File: config.mk
export PLATFORM = sky130hd
export DESIGN_NAME = fetch_sequencer
export DESIGN_NICKNAME = d
export VERILOG_FILES = /design/src/rtl/fetch_sequencer.sv
export SDC_FILE = /design/constraint.sdc
export NUM_CORES = 1
export LEC_CHECK = 0
export CAP_MARGIN = 20
export CORE_MARGIN = 8
export CORE_UTILIZATION = 49
export DETAILED_ROUTE_END_ITERATION = 12
export GPL_TIMING_DRIVEN = 0
export PLACE_DENSITY = 0.83
export REMOVE_ABC_BUFFERS = 1
export SETUP_SLACK_MARGIN = 0.5
export SYNTH_ARGS = -nofsm -noshare
export SYNTH_HDL_FRONTEND = slang
export SYNTH_SLANG_ARGS = --single-unit
File: constraint.sdc
create_clock -name clock -period 3.14 [get_ports clock]
set_clock_uncertainty 0.1 [all_clocks]
set_input_delay 0.471 -clock clock [delete_from_list [all_inputs] [get_ports clock]]
set_output_delay 0.471 -clock clock [all_outputs]
set_load 0.02 [all_outputs]
File: src/rtl/fetch_sequencer.sv
// Instruction-cycle sequencer sitting in front of the program counter:
// fetch -> IR latch -> execute wait -> PC update, with halt/resume and ack timeout.
module fetch_sequencer #(
    parameter int ADDR_W  = 4,
    parameter int TIMEOUT = 15
) (
    input  logic              clock,
    input  logic              rst,
    input  logic              start,
    input  logic [ADDR_W-1:0] pc_in,
    input  logic              mem_ack,
    input  logic              exec_done,
    input  logic              branch_taken,
    input  logic [ADDR_W-1:0] branch_target,
    input  logic              halt_req,
    output logic              pc_load,
    output logic              pc_inc,
    output logic [ADDR_W-1:0] pc_target,
    output logic              mem_req,
    output logic [ADDR_W-1:0] mem_addr,
    output logic              ir_load,
    output logic              halted,
    output logic              err,
    output logic [2:0]        state
);

    localparam int CW = (TIMEOUT > 2) ? $clog2(TIMEOUT) : 1;

    typedef enum logic [2:0] {
        S_IDLE   = 3'd0,
        S_FETCH  = 3'd1,
        S_LATCH  = 3'd2,
        S_EXEC   = 3'd3,
        S_UPDATE = 3'd4,
        S_HALT   = 3'd5,
        S_ERROR  = 3'd6
    } state_t;

    state_t            state_q;
    logic [ADDR_W-1:0] mem_addr_q;
    logic [ADDR_W-1:0] target_q;
    logic [CW-1:0]     wait_cnt_q;
    logic              halt_pend_q;
    logic              taken_q;
    logic              fetch_first;

    assign fetch_first = (state_q == S_FETCH) && (wait_cnt_q == '0);

    always_ff @(posedge clock or posedge rst) begin
        if (rst) begin
            state_q     <= S_IDLE;
            mem_addr_q  <= '0;
            target_q    <= '0;
            wait_cnt_q  <= '0;
            halt_pend_q <= 1'b0;
            taken_q     <= 1'b0;
        end else begin
            case (state_q)
                S_IDLE, S_HALT: begin
                    if (start) begin
                        state_q     <= S_FETCH;
                        mem_addr_q  <= pc_in;
                        wait_cnt_q  <= '0;
                        halt_pend_q <= 1'b0;
                    end
                end
                S_FETCH: begin
                    halt_pend_q <= halt_pend_q | halt_req;
                    // The counter steps on the UPDATE edge, so the fresh PC is sampled here
                    if (fetch_first) begin
                        mem_addr_q <= pc_in;
                    end
                    if (mem_ack) begin
                        state_q <= S_LATCH;
                    end else if (wait_cnt_q == CW'(TIMEOUT - 1)) begin
                        state_q <= S_ERROR;
                    end else begin
                        wait_cnt_q <= wait_cnt_q + CW'(1);
                    end
                end
                S_LATCH: begin
                    halt_pend_q <= halt_pend_q | halt_req;
                    state_q     <= S_EXEC;
                end
                S_EXEC: begin
                    halt_pend_q <= halt_pend_q | halt_req;
                    if (exec_done) begin
                        taken_q  <= branch_taken;
                        target_q <= branch_target;
                        state_q  <= S_UPDATE;
                    end
                end
                S_UPDATE: begin
                    halt_pend_q <= halt_pend_q | halt_req;
                    if (halt_pend_q || halt_req) begin
                        state_q <= S_HALT;
                    end else begin
                        state_q    <= S_FETCH;
                        mem_addr_q <= pc_in;
                        wait_cnt_q <= '0;
                    end
                end
                S_ERROR: state_q <= S_ERROR;
                default: state_q <= S_IDLE;
            endcase
        end
    end

    assign mem_req   = (state_q == S_FETCH);
    assign mem_addr  = fetch_first ? pc_in : mem_addr_q;
    assign ir_load   = (state_q == S_LATCH);
    assign pc_load   = (state_q == S_UPDATE) && taken_q;
    assign pc_inc    = (state_q == S_UPDATE) && !taken_q;
    assign pc_target = pc_load ? target_q : '0;
    assign halted    = (state_q == S_HALT);
    assign err       = (state_q == S_ERROR);
    assign state     = state_q;

endmodule

== Word-level counts from Yosys, hierarchy flattened ==
Index checks and enable logic that the tools add are counted.
Cells by class
  add/sub/neg operators: 1
  eq/ne operators: 13
  reductions and logical operators: 16
  bitwise gates (word level): 1
  multiplexer cells: 18
Operators with widths (number)
  4-bit two-way mux: 8
  4-bit case mux with 3 select lines: 2
  3-bit case mux with 6 select lines: 1
  3-bit two-way mux: 5
  2-bit != test (second input constant): 5
  3-bit == test (second input constant): 3
  3-bit by 2-bit == test with 1-bit output (second input constant): 2
  3-bit AND reduction: 2
  5-bit AND reduction: 1
  4-bit by 1-bit adder with 4-bit output (second input constant): 1
  4-bit == test (second input constant): 1
  4-bit zero test: 1
  2-bit AND reduction: 2
  4-bit OR reduction: 1
  3-bit by 1-bit == test with 1-bit output (second input constant): 1
  1-bit logical AND: 3
  3-bit zero test: 1
  3-bit by 2-bit != test with 1-bit output (second input constant): 1
  3-bit nonzero test: 1
  1-bit case mux with 2 select lines: 1
  2-bit nonzero test: 1
  2-bit OR reduction: 1
  1-bit zero test: 1
  1-bit logical OR: 1
  other kinds (2): 2
Word-level totals
  bits of input ports: 15
  output and inout bits: 17
  register bits: 17
  word-level logic and storage cells: 55

== Longest topological paths before layout ==
  word-level depth: 4
  mapped depth: 6
  depth with buffers taken out: 6

== Worst setup path before layout ==
Ideal clock, no wire load.
  kind: register to output
  from: register state_q[0], in the netlist state[0]
  to: output port pc_target[0]
  setup slack: 0.817 ns
  cell stages (with the launch flop): 4
  data arrival time: 1.752 ns
  data required time: 2.569 ns
  path buffers: 0
  cell sequence: dfrtp_1 nand2b_1 nor3b_1 and2_1
Between the ends
  cells in the longest elaborated chain, start to end: 3
RTL lines
  from (decl): RTL line 39  | state_t state_q;
  from (signal assigned): RTL line 51  | state_q <= S_IDLE;
  from (signal assigned): RTL line 61  | state_q <= S_FETCH;
  from (signal assigned): RTL line 74  | state_q <= S_LATCH;
  3-bit == test: RTL line 112  | assign pc_load = (state_q == S_UPDATE) && taken_q;
  1-bit logical AND: RTL line 112
  via pc_load: RTL line 16  | output logic pc_load,
  4-bit two-way mux: RTL line 114  | assign pc_target = pc_load ? target_q : '0;
  to (decl): RTL line 18  | output logic [ADDR_W-1:0] pc_target,
The timed path passes the listed nets, and every way through them passes these cells.

== Worst setup path in the final report ==
  from: register state_q[0], in the netlist state[0]
  to: output port pc_target[1]
Between the ends
  cells in the longest elaborated chain, start to end: 3
RTL lines (RTL line)
  3-bit == test: 112
  1-bit logical AND: 112
  4-bit two-way mux: 114
Every way passes these cells.

==> results.cfg <==
[timing]
final.period_utilization_pct = 80.9
rsz0062_at_grt = false
fmax_mhz = 394
timing.max_slew.rel_slack_pct = 57.3
slew_viol_final = 0
timing.final.setup_violations = 0
layout_setup_ws_ns = 0.600
sum_of_negative_setup_slack_ns = 0
worst_slew_pin_slew_ns = 0.639
finalHoldWorstSlack_ns = 0.409
post-route-min-period_ns = 2.54
finalHoldViolations = 0

[critical_path]
rr_worst_depth = 5
path_class = flip-flop to output port
critical_path.reg2reg.endpoint = mem_addr_q[3]
crit_chain = nand2b_1 -> nor3b_4 -> and2_1 -> clkdlybuf4s50_1
crit_fanout = 5
cp.arrival_ns = 1.97
critical_path.startpoint_type = flip-flop
worstPathRequired_ns = 2.57
critical-path-max-stage-delay_ns = 0.60
critical-path-slowest-cell = sky130_fd_sc_hd__clkdlybuf4s50_1
nature_of_the_critical_path_endpoint = output port
r2r_setup_slack_ns = 1.19
startpoint_of_the_worst_register_to_register_path = state[2]

[power_and_ir_drop]
power_frac_clock_pct = 8.4
total_leakage_power_nw = 0.605
pwr-share-comb_pct = 63.4
finalPower_mw = 1.37
p_int_mw = 0.783
power.net_switching_mw = 0.591
power_switching_share_pct = 43.0
pwr-share-seq_pct = 28.2
power-per-cell-area_nw_per_um2 = 957
vdd.ir_drop.worst_uv = 453

[global_route]
grt_start_max_net_pins = 18
global_route_wire_length_before_repair_um = 4390
global_route.usage.total_pct = 13.4
global_route.overflow_total = 0
number_of_antenna_violations_at_the_first_check_in_global_routing = 0
via_count_of_the_first_global_routing_pass = 941

[cts]
htreeDepth = 1
cts.path.max_buffers = 2
clkTransAtPathRegs_ns = 0.10
clock-sinks = 17
tritoncts = built
cts-root-buf = sky130_fd_sc_hd__clkbuf_4
ctsHoldBuffers = 0
cts_buffers = 3
clock_latency_ns = 0.29

[floorplan]
core_area_um2 = 2130
std_cell_rows = 17
start_util_pct = 49.6
dieHeight_um = 62.4
chipWidth_um = 62.4
io-pin-count = 32
total_die_area_um2 = 3900

[outcome]
run_status = complete, no violations

[cells_and_area]
final_cells = 164
finalCoreUtilization_pct = 67.5
area_delta_synth_final_pct = 36.0
antennaDiodeCount = 0
nNetsFinal = 155
drive_gt1_share_pct = 22.1
layout.cell_area.non_filler_um2 = 1440

[synthesis]
synth-edff-count = 0
ys_top_cells_by_count = sky130_fd_sc_hd__dfrtp_1, sky130_fd_sc_hd__nor2_1, sky130_fd_sc_hd__and2_1, sky130_fd_sc_hd__mux2_2
synth_area_leaders = sky130_fd_sc_hd__dfrtp_1, sky130_fd_sc_hd__mux2_4, sky130_fd_sc_hd__mux2_2, sky130_fd_sc_hd__mux2_1, sky130_fd_sc_hd__ha_1
cell_count_after_synthesis = 101
syn-mean-instance-area_um2 = 10.5
dominantRegCellSynth = sky130_fd_sc_hd__dfrtp_1
yosys_warnings = 0
synth_seq_area_share_pct = 40.3
synth.ff_latch_count = 17
post_synthesis_instance_area_um2 = 1060
async_flop_share_pct = 100
netlist-cell-type-count = 36
synth_top_cell_area_share_pct = 40.3
post-synth-top-count-cell = sky130_fd_sc_hd__dfrtp_1
synthDominantAreaCellType = sky130_fd_sc_hd__dfrtp_1

[placement]
dpl.cell_count = 157
place.port_buffers = 31
dp_hpwl_um = 1830
placedInstanceArea_um2 = 1390
pre_cts_ws_ns = 0.382
final_wtd_congestion = 0.765

[drt]
drt_first_iter_violations = 38
remaining_routing_drc_violations = 0
drt-pass1-iter-count = 4
wirelength_um = 2580
ant_nets = 0
dr_total_vias = 910
wire_per_inst_um = 15.7
avgViaCountPerCell = 5.55

[flow_run]
max_cap_violations = 0

[hold_path]
min_delay_worst_endpoint = target_q[1]
holdCritPathClass = flip-flop to flip-flop
hold_path_depth = 1
timing.hold.worst.start = target_q[1]
## layout make-up
cell class | instances | area (um2)
Clock buffer | 4 | 26.3
Fill cell | 169 | 691
Inverter | 5 | 20.0
Multi-Input combinational cell | 76 | 611
Sequential cell | 17 | 429
Tap cell | 28 | 35.0
Timing Repair Buffer | 34 | 315
## layout by cell type, fill, tap and decap left out, types with 4 or more instances in the layout
cell type and count:
sky130_fd_sc_hd__clkbuf_2 4, sky130_fd_sc_hd__o21ai_0 4, sky130_fd_sc_hd__mux2_1 4, sky130_fd_sc_hd__and2_1 5, sky130_fd_sc_hd__dfrtp_1 14, sky130_fd_sc_hd__inv_1 4, sky130_fd_sc_hd__a21oi_1 4, sky130_fd_sc_hd__clkdlybuf4s50_1 26
sky130_fd_sc_hd__mux2_2 5, sky130_fd_sc_hd__mux2_4 4, sky130_fd_sc_hd__nand2_1 4, sky130_fd_sc_hd__nor3_1 4, sky130_fd_sc_hd__nor2_1 6
## per-layer routing
metal | part of all wire, % | wire length [um] | up-vias | GRT usage [%]
met5 | 0 | 0 | - | 0
met4 | 2.0 | 51 | 0 | 6.84
met3 | 3.4 | 88 | 4 | 2.15
met2 | 50 | 1280 | 26 | 22.3
met1 | 45 | 1160 | 435 | 16.3
li1 | - | - | 445 | -
## how the worst max path moves through the flow
stage	start	endpoint	cells past startpoint
after floorplan	state[2]	pc_target[0]	3
after global placement	state[0]	mem_addr[0]	5
after detailed placement	state[0]	mem_addr[0]	5
after CTS	state[2]	mem_addr[0]	5
after global routing	state[0]	pc_target[1]	4
final	state[0]	pc_target[1]	4
## kinds of logic (layout without fill, tap and decap cells)
logic type | Yosys count | after routing | synth area share, %
AOI/OAI and AO/OA | 22 | 22 | 15.2
buffers and inverters | 8 | 43 | 2.96
adders and majority gates | 3 | 3 | 3.55
muxes | 13 | 13 | 15.3
and+or+nand+nor | 38 | 38 | 22.7
DFF | 17 | 17 | 40.3
## worst max-delay path: cells and delay by family (launching register included)
kind	cells	cell delay, ns
AND/OR/NAND/NOR	3	0.65
buffers and inverters	1	0.60
flip-flops	1	0.43
## state kept, by name, indices dropped and copies added (netlist names)
| signal | cells |
|---|---|
| mem_addr_q | 4 |
| target_q | 4 |
| wait_cnt_q | 4 |
| state | 3 |
| halt_pend_q | 1 |
| taken_q | 1 |
## power by group through the flow
stage / logic, mW / registers (mW) / clock network (mW)
final: 0.871 / 0.388 / 0.116
after detailed placement: 0.807 / 0.444 / 0
after global routing: 0.945 / 0.400 / 0.126
after floorplan: 0.532 / 0.433 / 0
after global placement: 0.788 / 0.435 / 0
after CTS: 0.878 / 0.385 / 0.120
## repair_timing
action,CTS,global route
setup endpoints to repair,10,8
resized for setup,8,10
buffers inserted,3,0
pin swaps,0,1
No activity file was read; power rests on OpenSTA's default activity.
